--- src/rtl/bsg_fifo_credit_sender.sv ---
// rtl/bsg_fifo_credit_sender.sv - credit-counting transmit side of a registered FIFO link
//
// Purpose: accepts a valid/ready stream and forwards it over a registered link to a
//   remote FIFO of depth els_p. It holds one credit per free remote slot, so the
//   remote FIFO is never overrun. It also mirrors the remote write/read pointers
//   (wrap-bit encoding) so that both ends can be cross-checked.
// Optional feature: define BSG_FIFO_CREDIT_SENDER_TOKEN_EN to make each credit_i pulse a
//   token worth 2**lg_credit_decimation_p credits (the default is 1 credit per pulse).
// Ports:
//   clk_i, reset_i        clock (rising edge), synchronous active-high reset
//   v_i, data_i, ready_o  upstream stream; ready_o means a credit is available
//   v_o, data_o           registered link output, one cycle after the transfer
//   credit_i              remote dequeue return
//   credits_o             credits currently held
//   wptr_r_o, rptr_r_o    mirrored remote pointers, MSB is the wrap bit
//   full_o, empty_o       remote FIFO full / empty
//   error_o               sticky credit-overflow flag
module bsg_fifo_credit_sender #(
  parameter int width_p                = 32,
  parameter int els_p                  = 32,
  parameter int lg_credit_decimation_p = 2,
  localparam int ptr_width_lp          = $clog2(els_p) + 1,
  localparam int cnt_width_lp          = $clog2(els_p + 1)
) (
  input  logic                    clk_i,
  input  logic                    reset_i,
  input  logic                    v_i,
  input  logic [width_p-1:0]      data_i,
  output logic                    ready_o,
  output logic                    v_o,
  output logic [width_p-1:0]      data_o,
  input  logic                    credit_i,
  output logic [cnt_width_lp-1:0] credits_o,
  output logic [ptr_width_lp-1:0] wptr_r_o,
  output logic [ptr_width_lp-1:0] rptr_r_o,
  output logic                    full_o,
  output logic                    empty_o,
  output logic                    error_o
);

`ifdef BSG_FIFO_CREDIT_SENDER_TOKEN_EN
  localparam int lg_inc_lp = lg_credit_decimation_p;
`else
  // Without tokens every pulse is a single credit; the decimation is ignored.
  localparam int lg_inc_lp = lg_credit_decimation_p * 0;
`endif

  localparam logic [cnt_width_lp:0]   els_lp     = (cnt_width_lp+1)'(els_p);
  localparam logic [cnt_width_lp:0]   inc_cnt_lp = (cnt_width_lp+1)'(1 << lg_inc_lp);
  localparam logic [ptr_width_lp-1:0] inc_ptr_lp = ptr_width_lp'(1 << lg_inc_lp);
  localparam logic [ptr_width_lp-1:0] one_ptr_lp = ptr_width_lp'(1);
  localparam logic [cnt_width_lp-1:0] one_cnt_lp = cnt_width_lp'(1);

  logic [cnt_width_lp-1:0] credits_r, credits_n;
  logic [ptr_width_lp-1:0] wptr_r, rptr_r;
  logic                    v_r, error_r;
  logic [width_p-1:0]      data_r;
  logic [cnt_width_lp:0]   credit_sum;
  logic                    send, overflow, credit_ok;

  // Ready depends on held state only, so a credit arriving while full does not
  // open the gate until the following cycle.
  assign ready_o    = (credits_r != '0) & ~reset_i;
  assign send       = v_i & ready_o;

  // One extra bit so the overflow compare cannot wrap.
  assign credit_sum = {1'b0, credits_r} + inc_cnt_lp;
  assign overflow   = credit_i & (credit_sum > els_lp);
  assign credit_ok  = credit_i & ~overflow;

  always_comb begin
    credits_n = credits_r;
    if (overflow) begin
      credits_n = els_lp[cnt_width_lp-1:0];
    end else if (credit_ok) begin
      credits_n = credit_sum[cnt_width_lp-1:0];
    end
    if (send) begin
      credits_n = credits_n - one_cnt_lp;
    end
  end

  always_ff @(posedge clk_i) begin
    if (reset_i) begin
      credits_r <= els_lp[cnt_width_lp-1:0];
      wptr_r    <= '0;
      rptr_r    <= '0;
      v_r       <= 1'b0;
      data_r    <= '0;
      error_r   <= 1'b0;
    end else begin
      credits_r <= credits_n;
      v_r       <= send;
      if (send) begin
        data_r <= data_i;
        wptr_r <= wptr_r + one_ptr_lp;
      end
      // An overflowing return is rejected: the read pointer stays put.
      if (credit_ok) begin
        rptr_r <= rptr_r + inc_ptr_lp;
      end
      if (overflow) begin
        error_r <= 1'b1;
      end
    end
  end

  assign v_o       = v_r;
  assign data_o    = data_r;
  assign credits_o = credits_r;
  assign wptr_r_o  = wptr_r;
  assign rptr_r_o  = rptr_r;
  assign full_o    = (credits_r == '0);
  assign empty_o   = (credits_r == els_lp[cnt_width_lp-1:0]);
  assign error_o   = error_r;

endmodule

--- config.mk ---
export PLATFORM = sky130hd
export DESIGN_NAME = bsg_fifo_credit_sender
export DESIGN_NICKNAME = d
export VERILOG_FILES = /design/src/rtl/bsg_fifo_credit_sender.sv
export SDC_FILE = /design/constraint.sdc
export NUM_CORES = 1
export LEC_CHECK = 0
export ABC_AREA = 1
export BUFFER_PORTS_ARGS = -buffer_cell sky130_fd_sc_hd__buf_2
export CAP_MARGIN = 5
export CORE_MARGIN = 2
export CORE_UTILIZATION = 48
export CTS_CLUSTER_SIZE = 8
export DETAILED_ROUTE_END_ITERATION = 16
export GPL_ROUTABILITY_DRIVEN = 0
export GPL_TIMING_DRIVEN = 1
export HOLD_SLACK_MARGIN = 0.15
export PLACE_DENSITY = 0.79
export SETUP_SLACK_MARGIN = 0.1
export SYNTH_ARGS = -nofsm -noshare
export SYNTH_HDL_FRONTEND = slang
export SYNTH_SLANG_ARGS = --single-unit
--- constraint.sdc ---
create_clock -name clk_i -period 2.6 [get_ports clk_i]
set_clock_uncertainty 0.05 [all_clocks]
set_input_delay 0.39 -clock clk_i [delete_from_list [all_inputs] [get_ports clk_i]]
set_output_delay 0.39 -clock clk_i [all_outputs]
set_load 0.005 [all_outputs]
==> results_dict.tcl, run 1 <==
set metrics [dict create \
    run_status "completed" \
    port_buffers 90 \
    finalMaxSlewViolations 0 \
    cts_hold_buffers 0 \
    rsz0062_at_grt "false" \
    slowest_delay_ps 400 \
    syn_nets 348 \
    critPathSlowestCell "dfxtp_2" \
    yosysUniqueCellTypes 32 \
    synth.area.top_cells "dfxtp_1, nand2_1, nand3_1, inv_1, ha_1" \
    worst_pin_slew_ps 419 \
    clkTransAtPathRegs_ps 100 \
    antenna_cells 0 \
    yosysTopAreaCell "dfxtp_1" \
    drive_gt1_share_pct 29.8 \
    grt_max_degree 42 \
    path_cells "ha_1 > nand4_1 > or2_1 > nand4_1 > nand2_1 > inv_1 > ha_1 > nand2_1 > nor3_2 > nand2_1 > nand2_1 > nor2_1" \
    cp_max_fo 7 \
    wirelength_microns 4990 \
    finalCriticalPeriod_ps 2210 \
    cts_root_buffer "clkbuf_8" \
    min_period_over_period_pct 85.0 \
    start_util_pct 50.8 \
    whs_ps 224 \
    grt_pass1_vias 2035 \
    relSlewSlack_pct 72.1 \
    crit_type "reg -> reg" \
    total_leakage_power_nw 1.54 \
    final_common_cell "nand2_1" \
    post_drt_wl_per_cell_microns 11.2 \
    grt_pass1_wl_microns 8400 \
    mostFrequentLayoutCells "nand2_1, buf_2, dfxtp_1" \
    synth_edf_count 0 \
    yosysSeqAreaShare_pct 46.1 \
    post-place-ws_ps 278 \
    worstSetupStartpointType "flop" \
    syn_avg_cell_area_sq_um 7.37 \
    dr_total_vias 2223 \
    drc_errors 0 \
    setup_tns_ps 0 \
    crit_path_end_kind "flop" \
    area_growth_syn_to_layout_pct 27.0 \
    drtAntennaViolNets 0 \
    clockBufferDepth 2 \
    setup_violations 0 \
    ys_warn_count 0 \
    pin_count 91 \
    cts_max_level 2 \
    async_flop_share_pct 0 \
    n_fill_cell 415 \
    numCtsBuffers 5 \
    firstDrtPassIters 6 \
    viasPerCell 5.00 \
    syn_inst 306 \
    rrSetupSlack_ps 390 \
    max_freq_mhz 452 \
    drt-initial-drc-count 59 \
    drv_cap 0 \
    critical_path_required_ps 2750 \
    synth_ff_type "dfxtp_1" \
    die_h_microns 72.6 \
    clock-sinks 52 \
    cts_tree "yes" \
    cp_common_cell "nand2_1" \
    arrival_ps 2360 \
    dieArea_sq_um 5260 \
    setup_ws_ps 390 \
    rows 24 \
    netlist.area_leader.share_pct 46.1 \
    grt_antenna_before_repair 0 \
    power.density_nw_per_um2 623 \
    peakVddDrop_mv 0.345 \
    hp-class "in -> reg" \
    final_nets 434 \
    track_usage_pct 19.7 \
    cts.repair.resized 0 \
    die_w_microns 72.6 \
    core_region_area_sq_um 4440 \
    grt_overflow_total 0 \
    ys_seq_elements 52 \
    dp_hpwl_microns 3740 \
    finalHoldViolCount 0 \
    syn-cell-area_sq_um 2260 \
    clk_latency_ps 300 \
    post_cts_buffers 0 \
]
final cells by class:
class                   instances  area, sq um  area share, %
multi-input cells             212         1040           36.3
clock buffers                   5         68.8           2.40
repair buffers                 93          473           16.5
well taps                      52         65.1           2.27
flip-flops and latches         52         1040           36.4
inverters                      28          106           3.71
clock inverters                 3         68.8           2.40
synth_stat cells (2+ instances only):
cell type,number
nand2_1,99
o21a_1,3
nand3_1,43
nor2_2,3
nand2_2,2
nand4_1,9
buf_1,2
inv_1,25
ha_1,6
o21ai_0,4
inv_2,2
clkbuf_1,5
o21ai_1,2
nor2_1,14
nor3_1,4
a21oi_1,11
buf_2,5
dfxtp_1,52
nor3_2,2
per-layer routing:
metal  up-vias  GRT usage, %  wire, microns
met3        11          5.69            330
met5         -             0              0
met4         0          6.79             81
li1       1156             -              -
met2        77          34.4           2410
met1       979          23.1           2170
path summary, 6_finish.rpt:
path | cells after the start | start | end
setup / recovery | 12 | credits_o[0]$_SDFF_PP0_ | credits_o[4]$_SDFF_PP0_
setup reg to reg | 12 | credits_o[0]$_SDFF_PP0_ | credits_o[4]$_SDFF_PP0_
hold / removal | 3 | data_i[5] | data_o[5]$_SDFFE_PP0P_
hold reg to reg | 2 | data_o[5]$_SDFFE_PP0P_ | data_o[5]$_SDFFE_PP0P_
state kept, by name, indices dropped and copies added, names as in the netlist:
register	flops
v_o	1
error_o	1
credits_o	6
wptr_r_o	6
rptr_r_o	6
data_o	32
metrics by stage:
| stage | utilization (%) | power, mW | instances | cell area, sq um |
|---|---|---|---|---|
| final | 64.4 | 1.78 | 445 | 2860 |
| after global placement | 61.3 | 1.15 | 437 | 2720 |
| after floorplan | - | 1.04 | 306 | 2260 |
| after detailed placement | 61.3 | 1.15 | 437 | 2720 |
| after global routing | 64.4 | 1.88 | 445 | 2860 |
| after CTS | 64.4 | 1.81 | 445 | 2860 |
cell families (layout without fill, tap and decap cells):
logic type      count (synthesis)  count (layout)  synth area share [%]
flops                          52              52                  46.1
simple gates                  183             183                  36.9
xor+xnor                        1               1                 0.388
fa+ha+maj                       6               6                  3.33
buf+inv                        42             129                  7.82
compound gates                 22              22                  5.44
report_power, final:
| part | leakage [nW] | internal (mW) | switching (mW) | total, mW |
|---|---|---|---|---|
| registers | 0.428 | 0.851 | 0.0354 | 0.887 |
| logic | 1.04 | 0.108 | 0.139 | 0.247 |
| clock network | 0.0687 | 0.387 | 0.263 | 0.651 |
critical path: cells and delay by family, from the launching register on:
| family | cells | cell delay (ps) |
|---|---|---|
| AND/OR/NAND/NOR | 9 | 1180 |
| adder cells (fa/ha/maj) | 2 | 410 |
| flip-flops | 1 | 400 |
| buffers and inverters | 1 | 90 |
No activity file was read; power rests on OpenSTA's default activity.
==> inputs of run 2 (changes only) <==
BUFFER_PORTS_ARGS = not set   (was -buffer_cell sky130_fd_sc_hd__buf_2)
CORE_UTILIZATION = 49   (was 48)
DONT_BUFFER_PORTS = 1   (was not set)
PLACE_DENSITY = not set   (was 0.79)
==> run 2 against run 1 <==
  * Register-to-register slack improved by 80 ps
  * Combinational power decreased by 22%
  * Fmax increased by 3.7%
  * Critical endpoint unchanged
  * Global-route usage increased by 1.2 points
==> results_dict.tcl, run 2 (same netlist as run 1, synthesis figures left out) <==
set metrics [dict create \
    run_status "completed" \
    finalHoldViolCount 0 \
    relSlewSlack_pct 71.6 \
    worst_pin_slew_ps 426 \
    core_region_area_sq_um 4380 \
    grt_overflow_total 0 \
    grt_pass1_vias 1932 \
    cts_max_level 2 \
    power.density_nw_per_um2 581 \
    die_w_microns 71.9 \
    post-place-ws_ps 385 \
    n_fill_cell 407 \
    critical_path_required_ps 2750 \
    multi_input_area_sq_um 1040 \
    mostFrequentLayoutCells "nand2_1, dfxtp_1, nand3_1" \
    final_common_cell "nand2_1" \
    wirelength_microns 5180 \
    clockBufferDepth 2 \
    drt-initial-drc-count 93 \
    start_util_pct 51.5 \
    cp_max_fo 7 \
    largest_register_ffs 32 \
    cts_tree "yes" \
    track_usage_pct 21.0 \
    clock-sinks 52 \
    finalCriticalPeriod_ps 2130 \
    numCtsBuffers 5 \
    hp-class "in -> reg" \
    setup_violations 0 \
    final_nets 375 \
    hp-start "data_i[15]" \
    firstDrtPassIters 4 \
    area_growth_syn_to_layout_pct 18.3 \
    viasPerCell 5.11 \
    clk_latency_ps 300 \
    post_drt_wl_per_cell_microns 13.4 \
    pin_count 91 \
    port_buffers 0 \
    drive_gt1_share_pct 7.78 \
    arrival_ps 2290 \
    max_freq_mhz 469 \
    setup_ws_ps 468 \
    dr_total_vias 1973 \
    drtAntennaViolNets 0 \
    antenna_cells 0 \
    grt_max_degree 42 \
    drc_errors 0 \
    crit_path_end_kind "flop" \
    rsz0062_at_grt "false" \
    clkTransAtPathRegs_ps 90 \
    finalMaxSlewViolations 0 \
    grt_antenna_before_repair 0 \
    worstSetupStartpointType "flop" \
    rows 24 \
    crit_type "reg -> reg" \
    dieArea_sq_um 5160 \
    die_h_microns 71.9 \
    startpoint "credits_o[0]$_SDFF_PP0_" \
    grt_pass1_wl_microns 8640 \
    peakVddDrop_mv 0.351 \
    r2r_start "credits_o[0]$_SDFF_PP0_" \
    drv_cap 0 \
    setup_tns_ps 0 \
    min_period_over_period_pct 82.0 \
    total_leakage_power_nw 1.23 \
    dp_hpwl_microns 3440 \
    post_cts_buffers 0 \
    cts_root_buffer "clkbuf_8" \
    seqCellArea_sq_um 1040 \
]
==> run 2: changes by cell type in the layout (fill, tap and decap cells not counted) <==
cell | before | now
inv_6 | 1 | 0
buf_4 | 3 | 4
buf_2 | 90 | 0
or2_1 | 1 | 0
clkinv_4 | 0 | 1
bufinv_16 | 2 | 0
clkbuf_1 | 0 | 2
or2_0 | 0 | 1
dlygate4sd3_1 | 0 | 30
==> run 2: worst paths after layout <==
kind,depth (start not counted),end,slack [ps]
hold / removal,2,data_o[15]$_SDFFE_PP0P_,160
hold reg to reg,2,rptr_r_o[5]$_SDFFE_PP0P_,430
setup / recovery,15,credits_o[4]$_SDFF_PP0_,470
setup reg to reg,15,credits_o[4]$_SDFF_PP0_,470
==> run 2: metal layers <==
layer  routed length (microns)  share of wire (%)  track usage, %  vias up
met5                         0                  0               0        -
met4                        63                1.2            5.66        0
met3                       402                7.8            7.74        6
met2                      2480                 48            36.2       66
met1                      2230                 43            24.4      866
li1                          -                  -               -     1035
==> run 2: where the power goes <==
part / switching (mW) / total, mW / internal (mW)
logic: 0.110 / 0.193 / 0.0829
clock network: 0.260 / 0.453 / 0.193
registers: 0.0538 / 0.905 / 0.851
==> run 2: per-stage QoR <==
stage | util [%] | total power, mW | hold WS, ps | instance area [sq um] | instances
2_1_floorplan | - | 1.04 | 406 | 2260 | 306
3_3_place_gp | 52.0 | 1.07 | 412 | 2280 | 348
3_5_place_dp | 52.0 | 1.08 | 413 | 2280 | 348
4_1_cts | 60.8 | 1.57 | 151 | 2670 | 386
5_1_grt | 60.9 | 1.63 | 160 | 2670 | 386
6_report | 60.9 | 1.55 | 159 | 2670 | 386
==> run 2: cell type report <==
type	count	area share [%]
clock inverter	1	0.328
tap	52	2.44
inverter	28	3.98
clock buffer	7	2.86
sequential	52	39.1
multi-input combinational	212	38.9
timing repair buffer	34	12.4
==> run 2: critical path, stage by stage, from the launching register on <==
cell     delay, ps
dfxtp_2        410
ha_1           240
nand3_1         90
nand2_1         70
nand2_1         70
nand3_1        100
nand2_2        100
nand4_1         90
nand2_1         90
inv_1           70
ha_1           170
nand2_1         90
nor3_2         220
nand2_1         70
nand2_1         60
nor2_1          40
==> run 2: repair_timing <==
item                                    CTS  global route
hold endpoints to repair                 36             0
endpoints found under the setup margin    0             2
hold buffers                             30             0
resized for setup                         0             2
